**src/rtl/mult_pkg.sv**
```systemverilog
// Shared defaults and types for the multiplier accumulator slice.
package mult_pkg;

    localparam int N_DEF = 8;
    localparam int M_DEF = 4;
    localparam int K_DEF = 4;

    typedef enum logic [1:0] {
        EMPTY,
        ONE,
        FULL
    } occ_t;

    function automatic int sum_width(input int n, input int m, input int k);
        return n + m + $clog2(k);
    endfunction

endpackage

```
**src/rtl/mult_acc_buf2.sv**
```systemverilog
// Two-entry FIFO with valid/ready output; a push into a full buffer
// without a coincident pop is ignored and reported by the caller.
module mult_acc_buf2
    import mult_pkg::*;
#(
    parameter int W = 14
) (
    input  logic         clk,
    input  logic         rst_n,
    input  logic         clr_i,
    input  logic         push_i,
    input  logic [W-1:0] data_i,
    input  logic         rdy_i,
    output logic         vld_o,
    output logic [W-1:0] data_o,
    output logic         full_o,
    output logic         pop_o
);

    occ_t         state_q, state_d;
    logic [W-1:0] head_q, head_d;
    logic [W-1:0] tail_q, tail_d;

    always_ff @(posedge clk or negedge rst_n) begin
        if (!rst_n) begin
            state_q <= EMPTY;
            head_q  <= '0;
            tail_q  <= '0;
        end else begin
            state_q <= state_d;
            head_q  <= head_d;
            tail_q  <= tail_d;
        end
    end

    always_comb begin
        state_d = state_q;
        head_d  = head_q;
        tail_d  = tail_q;
        pop_o   = (state_q != EMPTY) && rdy_i && !clr_i;
        if (clr_i) begin
            state_d = EMPTY;
        end else begin
            unique case (state_q)
                EMPTY: begin
                    if (push_i) begin
                        head_d  = data_i;
                        state_d = ONE;
                    end
                end
                ONE: begin
                    case ({push_i, pop_o})
                        2'b10: begin
                            tail_d  = data_i;
                            state_d = FULL;
                        end
                        2'b01: state_d = EMPTY;
                        2'b11: head_d = data_i;
                        default: ;
                    endcase
                end
                FULL: begin
                    // full push without pop drops the new sum
                    if (pop_o) begin
                        head_d = tail_q;
                        if (push_i) tail_d = data_i;
                        else state_d = ONE;
                    end
                end
                default: state_d = EMPTY;
            endcase
        end
    end

    assign vld_o  = (state_q != EMPTY);
    assign data_o = vld_o ? head_q : '0;
    assign full_o = (state_q == FULL);

endmodule

```
**src/rtl/mult_acc.sv**
```systemverilog
// Sums every K products from the mult stream and queues each group
// sum in a two-entry buffer; sums that find it full are dropped.
module mult_acc
    import mult_pkg::*;
#(
    parameter int   N  = N_DEF,
    parameter int   M  = M_DEF,
    parameter int   K  = K_DEF,
    localparam int  W  = sum_width(N, M, K),
    localparam int  CW = (K > 1) ? $clog2(K) : 1
) (
    input  logic          clk,
    input  logic          rst_n,
    input  logic          in_vld,
    input  logic [N+M-1:0] in_data,
    input  logic          clr,
    output logic          out_vld,
    input  logic          out_rdy,
    output logic [W-1:0]  out_sum,
    output logic [CW-1:0] grp_idx,
    output logic          ovf
);

    localparam logic [CW-1:0] LAST = CW'(K - 1);

    logic [W-1:0]  acc_q, acc_d;
    logic [CW-1:0] cnt_q, cnt_d;
    logic          ovf_q, ovf_d;
    logic [W-1:0]  sum;
    logic          last;
    logic          push;
    logic          full;
    logic          pop;

    assign last = (cnt_q == LAST);
    assign sum  = acc_q + W'(in_data);
    assign push = in_vld && last && !clr;

    mult_acc_buf2 #(
        .W (W)
    ) u_buf (
        .clk    (clk),
        .rst_n  (rst_n),
        .clr_i  (clr),
        .push_i (push),
        .data_i (sum),
        .rdy_i  (out_rdy),
        .vld_o  (out_vld),
        .data_o (out_sum),
        .full_o (full),
        .pop_o  (pop)
    );

    always_ff @(posedge clk or negedge rst_n) begin
        if (!rst_n) begin
            acc_q <= '0;
            cnt_q <= '0;
            ovf_q <= 1'b0;
        end else begin
            acc_q <= acc_d;
            cnt_q <= cnt_d;
            ovf_q <= ovf_d;
        end
    end

    always_comb begin
        acc_d = acc_q;
        cnt_d = cnt_q;
        ovf_d = ovf_q;
        if (clr) begin
            acc_d = '0;
            cnt_d = '0;
            ovf_d = 1'b0;
        end else if (in_vld) begin
            if (last) begin
                acc_d = '0;
                cnt_d = '0;
            end else begin
                acc_d = sum;
                cnt_d = cnt_q + 1'b1;
            end
            if (push && full && !pop) ovf_d = 1'b1;
        end
    end

    assign grp_idx = cnt_q;
    assign ovf     = ovf_q;

endmodule

```
**config.mk**
```make
export PLATFORM = sky130hd
export DESIGN_NAME = mult_acc
export DESIGN_NICKNAME = d
export VERILOG_FILES = /design/src/rtl/mult_pkg.sv /design/src/rtl/mult_acc_buf2.sv /design/src/rtl/mult_acc.sv
export SDC_FILE = /design/constraint.sdc
export NUM_CORES = 1
export LEC_CHECK = 0
export CAP_MARGIN = 20
export CORE_MARGIN = 1
export CORE_UTILIZATION = 64
export DETAILED_ROUTE_END_ITERATION = 7
export DONT_BUFFER_PORTS = 1
export PLACE_DENSITY = 0.81
export SYNTH_ARGS = -nofsm -noshare
export SYNTH_HDL_FRONTEND = slang
export SYNTH_SLANG_ARGS = --single-unit
```
**constraint.sdc**
```tcl
create_clock -name clk -period 4.5 [get_ports clk]
set_input_delay 0.45 -clock clk [delete_from_list [all_inputs] [get_ports clk]]
set_output_delay 0.45 -clock clk [all_outputs]
set_load 0.05 [all_outputs]
```
==> run metrics, run 1 <==
outcome finished clean; Fillers 336; CTS resizes 0; placed cell area 0.00289 mm²; Bufs on Longest Clock Path 2; root buf cell clkbuf_8; RSZ-0062 raised after global routing false; Worst Skew 9.20 ps; Mapped Area 0.00288 mm²; Initial Util 66.1%; Synth Flop Type dfrtp_1; synth unique cells 53; Place WS 1660 ps; GRT overflow 0; CP Max Fanout 27; Final min period 2810 ps; clock group share of total power 17.9%; FF+latch count, synth 47; die width 69.1 µm; Reg power frac 43.7%; Vias/cell 6.16; clk slew on worst S/H paths 90 ps; post-placement cell count 342; yosys warns 0; clock sink count 47; routability cong. 0.837; DRC Markers 0; CTS Buf Count 5; post-synth top area share 40.8%; Crit Path Category reg -> reg; Pwr Density 482 mW/mm²; die footprint 0.00477 mm²; top cells by count, synth dfrtp_1, nand2_1, o21ai_0; Comb pwr share 38.5%; CP startpoint kind flop; Layout Nets 337; final wirelength 5.74 mm; Worst R2R End u_buf.head_q[6]$_DFFE_PN0P_; flop2flop setup slack 1690 ps; Sw Ratio 40.1%; via count of the routed design 2167; Rel. slew slack 34.8%; worst reg2reg startpoint u_buf.state_q[0]$_DFFE_PN0P_; Worst Path Arrival 3030 ps; share of layout cells above drive strength 1 9.33%; Cell Rows 24; Routed WL per cell 16.3 µm; pin count of the biggest net entering global routing 48; syn avg cell area 9.57 µm²; Max-Cap Viols 0; Clk Latency, worst-skew pair 300 ps; Worst-Margin Slew 977 ps; setup TNS 0 ps; Max Fclk 0.355 GHz; post-route cell area 0.00302 mm²; static leakage 1.32 nW; All-Layer GR Usage 25.9%; IO Count 35; Max VDD drop 200 µV; number of synthesized flops with an enable pin 0; R2R cell count 7; Req. time, crit path 4710 ps; total power 1.46 mW; cell accounting for the most synthesized area dfrtp_1; number of global-route vias before repair 2045; Internal 0.873 mW; first-pass GRT wire length 9.83 mm; count leader, synth dfrtp_1; Synthesized Nets 339; Non-Filler Instances 352; CTS tree yes; Switch Pwr 0.584 mW; Max Slew Vio Count 0; Die Y 69.1 µm; core footprint 0.00435 mm²; number of DRC markers in iteration 0 165; worst hold path class in -> reg; Synth Instances 301; critical path endpoint category flop; Seq/Total Area, Yosys 40.8%; Final Hold Fails 0; Final period util 62.5%; Post-synth ARST share 100%; antenna-violating nets left 0; final setup vio count 0; number of detailed-route iterations in the first pass 4; post-route setup slack 1690 ps; H-tree levels 2; post-DP HPWL 4.25 mm; Critical path origin u_buf.state_q[0]$_DFFE_PN0P_; Port-buffer cells 0; Area Overhead vs Synth 4.95%; initial antenna violation count 0; top cells by area, synth dfrtp_1, ha_1, nand2_1; CP endpoint u_buf.head_q[6]$_DFFE_PN0P_; Antenna diodes 0
## kinds of logic (layout without fill, tap and decap cells)
logic type / Yosys count / count (layout) / synth area share, %
buffers and inverters: 22 / 21 / 3.34
muxes: 14 / 14 / 5.17
AOI/OAI and AO/OA: 85 / 85 / 20.1
and+or+nand+nor: 102 / 102 / 17.9
adders and majority gates: 21 / 21 / 9.38
DFF: 47 / 47 / 40.8
xor gates and xnor gates: 10 / 10 / 3.30
## routing by layer
metal  part of all wire (%)  track usage [%]  up-vias  routed length, µm
met5                      0                0        -                  0
met4                   0.85             5.44        0                 49
met3                    3.3             4.39        4                188
met2                     48             40.2       44               2730
met1                     48             38.3     1051               2770
li1                       -                -     1068                  -
## flip-flops by register name, summed over array words and instances, names as in the netlist
signal,count
grp_idx,2
u_buf.head_q,14
u_buf.state_q,2
u_buf.tail_q,14
acc_q,14
ovf,1
## power groups by stage
stage | clock (mW) | combinational, mW | sequential [mW]
3_5_place_dp | 0 | 0.549 | 0.645
4_1_cts | 0.266 | 0.563 | 0.636
2_1_floorplan | 0 | 0.471 | 0.618
5_1_grt | 0.283 | 0.618 | 0.653
6_report | 0.260 | 0.560 | 0.636
3_3_place_gp | 0 | 0.527 | 0.635
## cell type report
type,instances,area [µm²],share of cell area [%]
clock buffers,5,68.8,2.28
multi-input cells,232,1610,53.2
repair buffers,3,45.0,1.49
well taps,52,65.1,2.15
clock inverters,3,22.5,0.745
inverters,10,37.5,1.24
flip-flops and latches,47,1180,38.9
## repair_timing
action,4_1_cts,5_1_grt
hold buffers,2,0
setup buffers,0,0
endpoints found under the setup margin,0,0
endpoints found under the hold margin,47,0
## how the worst min path moves through the flow
stage | from | to | slack (ps) | cells after the start
2_1_floorplan | rst_n | acc_q[0]$_DFFE_PN0P_ | 150 | 0
3_3_place_gp | rst_n | u_buf.state_q[1]$_DFFE_PN0P_ | 160 | 0
3_5_place_dp | rst_n | u_buf.state_q[1]$_DFFE_PN0P_ | 160 | 0
4_1_cts | clr | u_buf.state_q[1]$_DFFE_PN0P_ | 200 | 1
5_1_grt | clr | ovf$_DFFE_PN0P_ | 190 | 1
6_report | clr | u_buf.state_q[1]$_DFFE_PN0P_ | 200 | 1
## critical path, cell delays in order, from the launching register on
cell and delay [ps]:
dfrtp_1 420, inv_1 90, ha_1 550, inv_1 420, o32ai_2 360, nand2_2 310
or2_1 380, o221ai_1 190
## layout by cell type (no fill, tap or decap), types with 2 or more instances in the layout
cell,instances
mux2_1,4
nand4_1,3
a22oi_1,4
nor3_1,2
o211ai_1,5
dfrtp_1,47
nor3b_1,2
nor2b_1,19
o21ai_1,8
nand2_1,36
mux2i_1,7
nand3_1,6
or2_2,2
nand2b_1,5
o21ai_0,22
xor2_1,6
a21oi_1,19
mux2_2,3
nor2_1,18
inv_1,10
a22o_1,7
a21o_1,3
ha_1,20
o221ai_1,2
clkbuf_8,5
xnor2_1,3
a21oi_2,3
## metrics by stage
| stage | util (%) | hold slack [ps] |
|---|---|---|
| final | 69.4 | 204 |
| after floorplan | - | 154 |
| after global placement | 66.5 | 155 |
| after CTS | 69.4 | 197 |
| after global routing | 69.4 | 189 |
| after detailed placement | 66.5 | 155 |
Power figures use the tool's default switching activity.
==> inputs of run 2 (changes only) <==
--- a/config.mk
+++ b/config.mk
@@ -7,10 +7,10 @@
 export LEC_CHECK = 0
 export CAP_MARGIN = 20
 export CORE_MARGIN = 1
-export CORE_UTILIZATION = 64
+export CORE_UTILIZATION = 63
 export DETAILED_ROUTE_END_ITERATION = 7
 export DONT_BUFFER_PORTS = 1
-export PLACE_DENSITY = 0.81
+export PLACE_DENSITY = 0.8
 export SYNTH_ARGS = -nofsm -noshare
 export SYNTH_HDL_FRONTEND = slang
 export SYNTH_SLANG_ARGS = --single-unit
==> constraint.sdc (replaced) <==
create_clock -name clk -period 2.7 [get_ports clk]
set_input_delay 0.27 -clock clk [delete_from_list [all_inputs] [get_ports clk]]
set_output_delay 0.27 -clock clk [all_outputs]
set_load 0.05 [all_outputs]
==> run 2 against run 1 <==
Register-to-register slack got worse by 1400 ps; routed wire length increased by 9.9%; clock power increased by 57%; clock-buffer cell count unchanged; critical path depth increased by 2; sequential share of layout area decreased by 1.9 points; via count increased by 4.6%; critical endpoint is now u_buf.tail_q[10]$_DFFE_PN0P_; largest cell class unchanged.
==> run metrics, run 2 (synthesis gave the netlist of run 1 again) <==
outcome finished clean (unchanged); All-Layer GR Usage 28.2% (was 25.9%); GR Util met1 37.4% (was 38.3%); Vias/cell 6.08 (was 6.16); number of detailed-route iterations in the first pass 4 (unchanged); CP startpoint kind flop (unchanged); DRC Markers 0 (unchanged); via count of the routed design 2266 (was 2167); Crit Path Category reg -> reg (unchanged); clk slew on worst S/H paths 90 ps (about the same); setup TNS 0 ps (unchanged); Pwr Density 784 mW/mm² (was 482 mW/mm²); Fillers 327 (was 336); Worst Path Arrival 2570 ps (was 3030 ps); CP Max Fanout 3 (was 27); static leakage 1.43 nW (was 1.32 nW); worst reg2reg startpoint acc_q[0]$_DFFE_PN0P_ (was u_buf.state_q[0]$_DFFE_PN0P_); Comb pwr share 41.5% (was 38.5%); antenna-violating nets left 0 (unchanged); Sw Ratio 39.4% (was 40.1%); share of layout cells above drive strength 1 15.3% (was 9.33%); RSZ-0062 raised after global routing false (unchanged); H-tree levels 2 (unchanged); Final Hold Fails 0 (unchanged); Max VDD drop 506 µV (was 200 µV); Rel. slew slack 36.5% (was 34.8%); GRT overflow 0 (unchanged); hold path start clr (unchanged); GR Layer Usage met3 4.94% (was 4.39%); Max-Cap Viols 0 (unchanged); commonest cells after routing, fill and taps aside dfrtp_1, nand2_1, buf_4, o21ai_0, ha_1 (was dfrtp_1, nand2_1, o21ai_0, ha_1); final wirelength 6.31 mm (was 5.74 mm); pin count of the biggest net entering global routing 48 (unchanged); Area Overhead vs Synth 10.4% (was 4.95%); Final min period 2390 ps (was 2810 ps); post-DP HPWL 4.57 mm (was 4.25 mm); hold slack 27.8 ps (was 204 ps); commonest non-fill, non-tap cell in the layout dfrtp_1 (unchanged); Max Fclk 0.418 GHz (was 0.355 GHz); max incr delay on CP 410 ps (was 550 ps); Routed WL per cell 16.9 µm (was 16.3 µm); Reg power frac 42.1% (was 43.7%); Critical path origin acc_q[0]$_DFFE_PN0P_ (was u_buf.state_q[0]$_DFFE_PN0P_); Multi-input gate area 0.00161 mm² (unchanged); Switch Pwr 0.982 mW (was 0.584 mW); Port-buffer cells 0 (unchanged); first-pass GRT wire length 10.9 mm (was 9.83 mm); routability cong. 0.837 (about the same); Final period util 88.5% (was 62.5%); Layout Nets 359 (was 337); Bufs on Longest Clock Path 2 (unchanged); number of DRC markers in iteration 0 111 (was 165); Antenna diodes 0 (unchanged); Internal 1.51 mW (was 0.873 mW); flop2flop setup slack 310 ps (was 1690 ps); worst hold path class in -> reg (unchanged); root buf cell clkbuf_8 (unchanged); Post-CTS Setup Inserts 0 (unchanged); slowest CP cell a2111o_1 (was ha_1); clock sink count 47 (unchanged); R2R cell count 9 (was 7); Max Slew Vio Count 0 (unchanged); die width 69.6 µm (was 69.1 µm); Hold Path Sink u_buf.state_q[1]$_DFFE_PN0P_ (unchanged); Cell Chain, Critical Path ha_1 -> inv_1 -> fa_1 -> nand2b_1 -> a2111o_1 -> nand3_1 -> a21oi_2 -> xnor2_2 -> mux2_1 (was inv_1 -> ha_1 -> inv_1 -> o32ai_2 -> nand2_2 -> or2_1 -> o221ai_1); final setup vio count 0 (unchanged); CTS Buf Count 5 (unchanged); core footprint 0.00438 mm² (was 0.00435 mm²); Cell Rows 24 (unchanged); Top Registers acc_q: 14 flops, u_buf.head_q: 14 flops, u_buf.tail_q: 14 flops (unchanged); Clk Latency, worst-skew pair 290 ps (was 300 ps); IO Count 35 (unchanged); Die Y 69.6 µm (was 69.1 µm); grt peak-use layer met2 (unchanged); Worst Skew 5.84 ps (was 9.20 ps); Worst-Margin Slew 949 ps (was 977 ps); Worst R2R End u_buf.tail_q[10]$_DFFE_PN0P_ (was u_buf.head_q[6]$_DFFE_PN0P_); critical path endpoint category flop (unchanged); FF+latch area 0.00118 mm² (unchanged); met2 usage 46.7% (was 40.2%); initial antenna violation count 0 (unchanged); CTS tree yes (unchanged); Initial Util 65.7% (was 66.1%); clock group share of total power 16.4% (was 17.9%); Min-Delay Path Depth 1 (unchanged); number of global-route vias before repair 2306 (was 2045); die footprint 0.00485 mm² (was 0.00477 mm²); Req. time, crit path 2880 ps (was 4710 ps)
==> run 2: cell types whose count changed in the layout (fill, tap and decap cells not counted), sizes merged <==
cell  delta
buf     +22
inv      -1
==> run 2: area by class of cell <==
cell class | instances | share of cell area [%]
Clock buffer | 5 | 2.16
Clock inverter | 2 | 0.433
Inverter | 10 | 1.18
Multi-Input combinational cell | 232 | 50.6
Sequential cell | 47 | 37.0
Tap cell | 52 | 2.05
Timing Repair Buffer | 25 | 6.61
==> run 2: how the worst max path moves through the flow <==
| stage | endpoint | slack [ps] |
|---|---|---|
| 6_report | u_buf.tail_q[10]$_DFFE_PN0P_ | 310 |
| 5_1_grt | u_buf.state_q[0]$_DFFE_PN0P_ | 170 |
| 4_1_cts | u_buf.tail_q[10]$_DFFE_PN0P_ | 350 |
| 3_5_place_dp | u_buf.tail_q[10]$_DFFE_PN0P_ | 390 |
| 3_3_place_gp | u_buf.tail_q[10]$_DFFE_PN0P_ | 440 |
| 2_1_floorplan | u_buf.tail_q[10]$_DFFE_PN0P_ | 460 |
==> run 2: what timing repair did <==
action                                 in CTS  in global routing
gates resized for setup                     0                  0
endpoints found under the hold margin      47                  0
hold buffers                                2                  0
==> run 2: critical path: cells and delay by family (launching register included) <==
family | cells | cell delay (ps)
adder cells (fa/ha/maj) | 2 | 590
AO/OA/AOI/OAI | 2 | 500
flip-flops | 1 | 370
AND/OR/NAND/NOR | 2 | 310
multiplexers | 1 | 280
XOR/XNOR | 1 | 160
buffers and inverters | 1 | 70
==> run 2: routing by layer <==
metal  wire length [µm]  vias up  part of all wire (%)
li1                   -     1109                     -
met1               2850     1077                    45
met2               3050       68                    48
met3                317       12                   5.0
met4                 89        0                   1.4
met5                  0        -                     0
==> run 2: per-stage QoR <==
stage / cell area (µm²) / instances / setup WS, ps / total power [mW] / util, %
after floorplan: 2880 / 301 / 464 / 1.82 / -
after global placement: 3060 / 364 / 435 / 2.02 / 69.8
after detailed placement: 3060 / 364 / 390 / 2.07 / 69.8
after CTS: 3180 / 373 / 355 / 2.50 / 72.5
after global routing: 3180 / 373 / 169 / 2.66 / 72.5
final: 3180 / 373 / 310 / 2.49 / 72.5
==> run 2: power groups by stage <==
stage / logic (mW) / registers (mW) / clock network, mW
floorplan: 0.785 / 1.03 / 0
global placement: 0.974 / 1.05 / 0
detailed placement: 1.01 / 1.06 / 0
CTS: 1.03 / 1.05 / 0.416
global route: 1.13 / 1.08 / 0.453
finish: 1.03 / 1.05 / 0.409
